$ cat src/rtl/replica_pkg.sv
// Shared types and constants for the replica exchange sequencer.
package replica_pkg;

    localparam int SEQ_EXP_TERMS = 8;
    localparam int SEQ_SHIFT_LEN = 32;
    localparam int SEQ_RECIP_W   = 17;

    typedef enum logic [2:0] {
        S_IDLE,
        S_INIT,
        S_RUN,
        S_FIN,
        S_OPT,
        S_CHK,
        S_SHIFT,
        S_DONE
    } seq_state_t;

    // floor((2^w - 1) / k); k = 0 is an unused table slot
    function automatic logic [31:0] recip_f(input int w, input int k);
        logic [31:0] num;
        if (k <= 0) return '0;
        num = (32'd1 << w) - 32'd1;
        return num / 32'(k);
    endfunction

endpackage

$ cat src/rtl/replica_recip_rom.sv
// Reciprocal term table for the exp series, indexed by term number k.
module replica_recip_rom
    import replica_pkg::*;
#(
    parameter int RECIP_W = SEQ_RECIP_W
) (
    input  logic [3:0]         k_i,
    output logic [RECIP_W-1:0] recip_o
);

    logic [RECIP_W-1:0] tbl [16];

    for (genvar i = 0; i < 16; i++) begin : g_tbl
        assign tbl[i] = RECIP_W'(recip_f(RECIP_W, i));
    end

    assign recip_o = tbl[k_i];

endmodule

$ cat src/rtl/replica_exchange_seq.sv
// Per-round sequencer driving all replicas: exp init/run/fin, opt, shift window.
// Define REPLICA_SEQ_PERF_EN to add round_cnt / shift_cnt performance counters.
module replica_exchange_seq
    import replica_pkg::*;
#(
    parameter int EXP_TERMS = SEQ_EXP_TERMS,
    parameter int SHIFT_LEN = SEQ_SHIFT_LEN,
    parameter int RECIP_W   = SEQ_RECIP_W
) (
    input  logic               clk,
    input  logic               reset,
    input  logic               start,
    input  logic               thr,
    input  logic               exchange_mtr_any,
    output logic               busy,
    output logic               done,
    output logic               exp_init,
    output logic               exp_run,
    output logic [RECIP_W-1:0] exp_recip,
    output logic               exp_fin,
    output logic               opt_run,
    output logic               exchange_shift_d
`ifdef REPLICA_SEQ_PERF_EN
    ,
    output logic [31:0]        round_cnt,
    output logic [31:0]        shift_cnt
`endif
);

    localparam logic [3:0] K_LAST   = 4'(EXP_TERMS);
    localparam logic [7:0] CNT_INIT = 8'(SHIFT_LEN - 1);

    seq_state_t         state_q;
    logic [3:0]         k_q;
    logic [7:0]         cnt_q;
    logic               thr_q;
    logic               busy_q;
    logic               done_q;
    logic               init_q;
    logic               run_q;
    logic               fin_q;
    logic               opt_q;
    logic               shift_q;
    logic [RECIP_W-1:0] recip_q;
    logic [3:0]         rom_k;
    logic [RECIP_W-1:0] recip_d;

    // Table is looked up one term ahead so exp_recip can be registered
    assign rom_k = k_q + 4'd1;

    replica_recip_rom #(
        .RECIP_W(RECIP_W)
    ) u_rom (
        .k_i    (rom_k),
        .recip_o(recip_d)
    );

    always_ff @(posedge clk) begin
        if (reset) begin
            state_q <= S_IDLE;
            k_q     <= '0;
            cnt_q   <= '0;
            thr_q   <= 1'b0;
            busy_q  <= 1'b0;
            done_q  <= 1'b0;
            init_q  <= 1'b0;
            run_q   <= 1'b0;
            fin_q   <= 1'b0;
            opt_q   <= 1'b0;
            shift_q <= 1'b0;
            recip_q <= '0;
        end else begin
            done_q <= 1'b0;
            init_q <= 1'b0;
            fin_q  <= 1'b0;
            opt_q  <= 1'b0;
            unique case (state_q)
                S_IDLE: begin
                    k_q   <= '0;
                    cnt_q <= '0;
                    if (start) begin
                        busy_q <= 1'b1;
                        thr_q  <= thr;
                        if (thr) begin
                            state_q <= S_OPT;
                            opt_q   <= 1'b1;
                        end else begin
                            state_q <= S_INIT;
                            init_q  <= 1'b1;
                        end
                    end
                end
                S_INIT: begin
                    state_q <= S_RUN;
                    run_q   <= 1'b1;
                    recip_q <= recip_d;
                    k_q     <= 4'd1;
                end
                S_RUN: begin
                    if (k_q == K_LAST) begin
                        state_q <= S_FIN;
                        run_q   <= 1'b0;
                        recip_q <= '0;
                        k_q     <= '0;
                        fin_q   <= 1'b1;
                    end else begin
                        k_q     <= rom_k;
                        recip_q <= recip_d;
                    end
                end
                S_FIN: begin
                    state_q <= S_OPT;
                    opt_q   <= 1'b1;
                end
                S_OPT: state_q <= S_CHK;
                S_CHK: begin
                    if (exchange_mtr_any && !thr_q) begin
                        state_q <= S_SHIFT;
                        shift_q <= 1'b1;
                        cnt_q   <= CNT_INIT;
                    end else begin
                        state_q <= S_DONE;
                        done_q  <= 1'b1;
                    end
                end
                S_SHIFT: begin
                    if (cnt_q == 8'd0) begin
                        state_q <= S_DONE;
                        shift_q <= 1'b0;
                        done_q  <= 1'b1;
                    end else begin
                        cnt_q <= cnt_q - 8'd1;
                    end
                end
                S_DONE: begin
                    state_q <= S_IDLE;
                    busy_q  <= 1'b0;
                end
                default: state_q <= S_IDLE;
            endcase
        end
    end

`ifdef REPLICA_SEQ_PERF_EN
    logic [31:0] round_q;
    logic [31:0] shcnt_q;

    always_ff @(posedge clk) begin
        if (reset) begin
            round_q <= '0;
            shcnt_q <= '0;
        end else begin
            if (state_q == S_DONE) round_q <= round_q + 32'd1;
            if (state_q == S_CHK && exchange_mtr_any && !thr_q)
                shcnt_q <= shcnt_q + 32'd1;
        end
    end

    assign round_cnt = round_q;
    assign shift_cnt = shcnt_q;
`endif

    assign busy             = busy_q;
    assign done             = done_q;
    assign exp_init         = init_q;
    assign exp_run          = run_q;
    assign exp_recip        = recip_q;
    assign exp_fin          = fin_q;
    assign opt_run          = opt_q;
    assign exchange_shift_d = shift_q;

endmodule

$ cat config.mk
export PLATFORM = sky130hd
export DESIGN_NAME = replica_exchange_seq
export DESIGN_NICKNAME = d
export VERILOG_FILES = /design/src/rtl/replica_pkg.sv /design/src/rtl/replica_recip_rom.sv /design/src/rtl/replica_exchange_seq.sv
export SDC_FILE = /design/constraint.sdc
export NUM_CORES = 1
export LEC_CHECK = 0
export ABC_CLOCK_PERIOD_IN_PS = 1800
export BUFFER_PORTS_ARGS = -buffer_cell sky130_fd_sc_hd__buf_2
export CELL_PAD_IN_SITES_DETAIL_PLACEMENT = 1
export CELL_PAD_IN_SITES_GLOBAL_PLACEMENT = 1
export CORE_AREA = 3 3 102 104
export DETAILED_ROUTE_END_ITERATION = 8
export DIE_AREA = 0 0 105 107
export PLACE_DENSITY = 0.59
export SYNTH_ARGS = -nofsm -noshare
export SYNTH_HDL_FRONTEND = slang
export SYNTH_SLANG_ARGS = --single-unit
$ cat constraint.sdc
create_clock -name clk -period 1.8 [get_ports clk]
set_input_delay 0.18 -clock clk [delete_from_list [all_inputs] [get_ports clk]]
set_output_delay 0.18 -clock clk [all_outputs]
set_load 0.01 [all_outputs]
Yosys cells after proc, flatten, opt, wreduce, memory -nomap -nowiden
Memory sizes are Yosys's and may differ from the RTL's. Index checks and enable logic that the tools add are counted.

Register bits: 40. ROM bits: 272. Input bits: 5. Output and inout port bits: 24. Logic and storage cells: 80. Memories: 1.

Add/subtract/negate cells: 2. Magnitude comparators: 1. Equal/unequal tests: 13. Muxes and demuxes: 30. Bitwise operators: 4. Reduce and logical (&&, ||, !) cells: 17.

Memory list: (name not given) (depth 16, width 17, read ports 1, clocked after memory_dff 0, write ports 0, line replica_recip_rom.sv:17) `assign recip_o = tbl[k_i];`.

Operators by type and width (count): 17-bit 2-to-1 mux (3); 17-bit one-hot mux with 2 select lines (1); 3-bit one-hot mux with 8 select lines (1); 8-bit one-hot mux with 3 select lines (1); 8-bit 2-to-1 mux (2); 3-bit equality test (second input constant) (4); 3-bit 2-to-1 mux (4); 4-bit one-hot mux with 3 select lines (1); 1-bit 2-to-1 mux (11); 2-bit inequality test (second input constant) (5); 1-bit one-hot mux with 2 select lines (5); 3-bit AND reduction (3); 8-bit zero test (1); 8-bit by 1-bit subtractor with 8-bit output (second input constant) (1); 3-bit by 2-bit equality test with 1-bit output (second input constant) (2); 2-bit AND reduction (3); 2-bit nonzero test (3); 3-bit nonzero test (2); 5-bit greater-or-equal comparator (second input constant) (1); 4-bit NOT with 5-bit output (1); 4-bit by 1-bit adder with 4-bit output (second input constant) (1); 4-bit equality test (second input constant) (1); 4-bit 2-to-1 mux (1); 3-bit by 1-bit equality test with 1-bit output (second input constant) (1); 6 further kinds (8).

Logic depth before layout (Yosys ltp)
Word-level depth: 7. Gate-level depth with buffers: 8. Gate-level depth less buffers: 7.

By module
Synthesis repeated with hierarchy kept, for this count alone.

Cells, all modules: 269. Area total of the unflattened synthesis: 2203.4 µm².

By module, submodules not included: replica_exchange_seq (times used 1, cells an instance 209, area an instance 1800.5 µm², seq. area each 800.8 µm²); replica_recip_rom (times used 1, cells an instance 60, area an instance 402.9 µm², seq. area each 0.0 µm²).

Worst setup path before layout
OpenSTA, ideal clock, no wires.

Path type: reg-to-reg. Start point: register k_q[0]. End point: register recip_q[5] (netlist: exp_recip[5]). Data arrival time: 1914 ps. Slack: -183 ps. Stages on the path, launching flop included: 7. Path buffers: 1. Cells stage by stage: dfxtp_1 > buf_2 > clkinv_1 > ha_1 > and4bb_2 > or4_1 > o21ai_1.

Word-level cells in the longest chain between the ends: 7. Elaborated cells between the ends (all ways): 8. Those cells by class: add/sub: 1; eq/ne: 1; mux: 4; bitwise: 1; memory: 1.

Ends and longest elaborated chain: start, declared (line replica_exchange_seq.sv:34) `logic [3:0] k_q;`; start signal, assigned (line replica_exchange_seq.sv:107) `k_q <= rom_k;`; 4-bit by 1-bit adder with 4-bit output (line replica_exchange_seq.sv:49) `assign rom_k = k_q + 4'd1;`; 4-bit NOT with 5-bit output (implied by the code) (line replica_recip_rom.sv:17); memory 16 x 17 bit; 17-bit 2-to-1 mux (implied by the code) (2 in series) (line replica_recip_rom.sv:17); 17-bit 2-to-1 mux (line replica_exchange_seq.sv:100) `if (k_q == K_LAST) begin`; 17-bit one-hot mux with 2 select lines (*) (line replica_exchange_seq.sv:77) `unique case (state_q)`; end signal, assigned (line replica_exchange_seq.sv:96) `recip_q <= recip_d;`; end signal, assigned (line replica_exchange_seq.sv:108) `recip_q <= recip_d;`; end, declared (line replica_exchange_seq.sv:44) `logic [RECIP_W-1:0] recip_q;`.

Every way passes the cells marked *; elsewhere a longest branch is shown, timed or not. The select of a mux whose other input is x is not followed. A chain may end at the register's enable or synchronous reset.

Worst setup path after layout
Start point: register k_q[0]. End point: register recip_q[0] (netlist: exp_recip[0]).

The elaborated chain is that of the path after synthesis.

==> flow_summary.ini <==
[worst_setup_path]
cp_slowest_stage_delay_ns = 0.34
path_max_fanout = 5
end_kind = flip-flop
cp_slowest_cell = dfxtp_2
r2r_cells = 8
crit_required_ns = 2.03
critical_path_class = reg -> reg
path_cells = buf_4, clkinv_2, ha_2, and4bb_2, nor3_4, buf_6, a32oi_1, a21oi_2
startpoint_type = flip-flop
critPathArrivalTime_ns = 1.95

[run_status]
status = finished, final reports clean

[placed_design]
gp_congestion = 0.781
dpl.cell_count = 434
numPortBuffers = 28
place_hpwl_mm = 5.13

[clock_network]
clock_latency_ns = 0.30
path_clk_slew_ns = 0.08
cts_hold_buf = 0
cts_buffers = 5
clock_sinks = 39
cts_tree = done
cts_root_buf = clkbuf_8
htree_levels = 2
cts.path.max_buffers = 2

[global_route]
grt_pass1_wl_mm = 11.4
grt_max_degree = 21
grt_overflow = 0
antenna_found_initial = 0
grtUsageTotal_pct = 12.6
grt_pass1_vias = 2195

[synthesis]
postSynthNetCount = 280
synth-seq-area-share_pct = 32.8
synthCells = 264
avgSynthCellArea_um2 = 9.01
async_reset_ff_share_pct = 0
synth_edf_count = 0
ys_seq_elements = 39
yosys_warnings = 0
synth_flop_cell = dfxtp_1
netlist_area_mm2 = 0.00238
synthDistinctLibCells = 66

[layout]
drive_gt1_share_pct = 33.4
area_delta_synth_final_pct = 25.0
diodes = 0
finalNonFillerCells = 447
final_common_cell = dfxtp_1
final_nets = 329
mostFrequentLayoutCells = 36 x dfxtp_1, 29 x buf_2, 27 x buf_4, 21 x a21oi_1

[power]
irDropWorstVdd_v = 0.000451
p_per_area_mw_per_mm2 = 1200
power_mw = 3.58
leakagePower_nw = 1.20

[sta]
finalSetupViolCount = 0
max_freq_ghz = 0.584
period_needed_ns = 1.71
slew_viol_final = 0
relSlewSlack_pct = 72.3
fin_crit_sh_pct = 95.2
holdWs_ns = 0.118
tightest_slew_ns = 0.412
hold_viol_final = 0
skew_ns = 0.00575

[floorplanning]
die_area_mm2 = 0.0112
io_pins = 29
die_width_um = 105
core_mm2 = 0.00964
start_util_pct = 24.7
row_count = 36
dieHeight_um = 107

[drt]
wl_mm = 6.92
ant_nets = 0
post_drt_wl_per_cell_um = 15.5
via_count = 2111
drtIter0Drc = 64
detail_route.first_pass.iterations = 4
drc = 0
vias_per_cell = 4.72

[job]
max_cap_viol_count = 0

[min_path]
min_delay_path_depth = 2
hp-class = in -> reg
[registers in the layout, indices dropped and copies added (netlist names)]
register	flops
busy	1
cnt_q	8
done	1
exchange_shift_d	1
exp_fin	1
exp_init	1
exp_recip	16
exp_run	1
k_q	4
opt_run	1
state_q	3
thr_q	1
[kinds of logic after synthesis]
kind of cell	count (synthesis)	synth area share, %
and+or+nand+nor	90	22.8
AOI/OAI and AO/OA	79	22.8
DFF	39	32.8
adders and majority gates	11	5.79
muxes	11	5.05
xor gates and xnor gates	6	4.42
buffers and inverters	28	6.31
[timing repair]
item / 4_1_cts / 5_1_grt
setup endpoints to repair: 1 / 17
setup buffers: 0 / 5
resized for setup: 1 / 14
pin swaps: 0 / 3
[area by class of cell]
cell class,instances,area [µm²]
fill,1151,6670
multi-input combinational,197,1490
sequential,39,785
timing repair buffer,59,390
tap,133,166
clock buffer,7,96.3
inverter,11,42.5
clock inverter,1,7.51
[cells in the mapped netlist (4+ instances only)]
master	number	area (µm²)
nor3_1	9	45.0
nor2b_1	4	25.0
nand2_1	20	75.1
inv_1	9	33.8
nor2_1	20	75.1
mux2i_1	9	90.1
nand3_1	8	40.0
nand2b_1	4	25.0
a21oi_1	23	115
a32oi_1	7	61.3
buf_2	6	30.0
clkbuf_1	4	15.0
ha_1	11	138
dfxtp_1	39	781
o21ai_1	11	55.1
o21ai_0	10	50.1
[metal layers]
| layer | track usage (%) | wire length [µm] | up-vias |
|---|---|---|---|
| met5 | 0 | 0 | - |
| met4 | 3.09 | 45 | 0 |
| met3 | 2.71 | 175 | 5 |
| met2 | 22.3 | 3520 | 19 |
| met1 | 15.5 | 3180 | 1020 |
| li1 | - | - | 1067 |
[power breakdown]
part           switching [mW]  internal [mW]
combinational           0.931          0.727
sequential              0.158           1.07
clock                   0.341          0.349
[metrics by stage]
stage / cell area [µm²] / setup TNS, ns / util, % / setup slack [ns]
floorplan: 2390 / 0 / - / 0.00497
global placement: 2780 / 0 / 28.8 / 0.0592
detailed placement: 2780 / 0 / 28.8 / 0.00845
CTS: 2880 / 0 / 29.9 / 0.00802
global route: 2970 / -0.258 / 30.9 / -0.0846
finish: 2970 / 0 / 30.9 / 0.0871
[path summary, 6_finish.rpt]
kind                      from            to  slack, ns
setup / recovery        k_q[0]  exp_recip[0]       0.09
hold / removal             thr      exp_init       0.12
setup reg to reg        k_q[0]  exp_recip[0]       0.09
hold reg to reg   exp_recip[8]  exp_recip[8]       0.45
[worst max-delay path: cells and delay by family, from the launching register on]
kind / cells / cell delay (ns)
AO/OA/AOI/OAI: 2 / 0.30
flip-flops: 1 / 0.34
adder cells (fa/ha/maj): 1 / 0.20
buffers and inverters: 3 / 0.33
AND/OR/NAND/NOR: 2 / 0.48
Note: power is estimated with default switching activity, not from simulation.
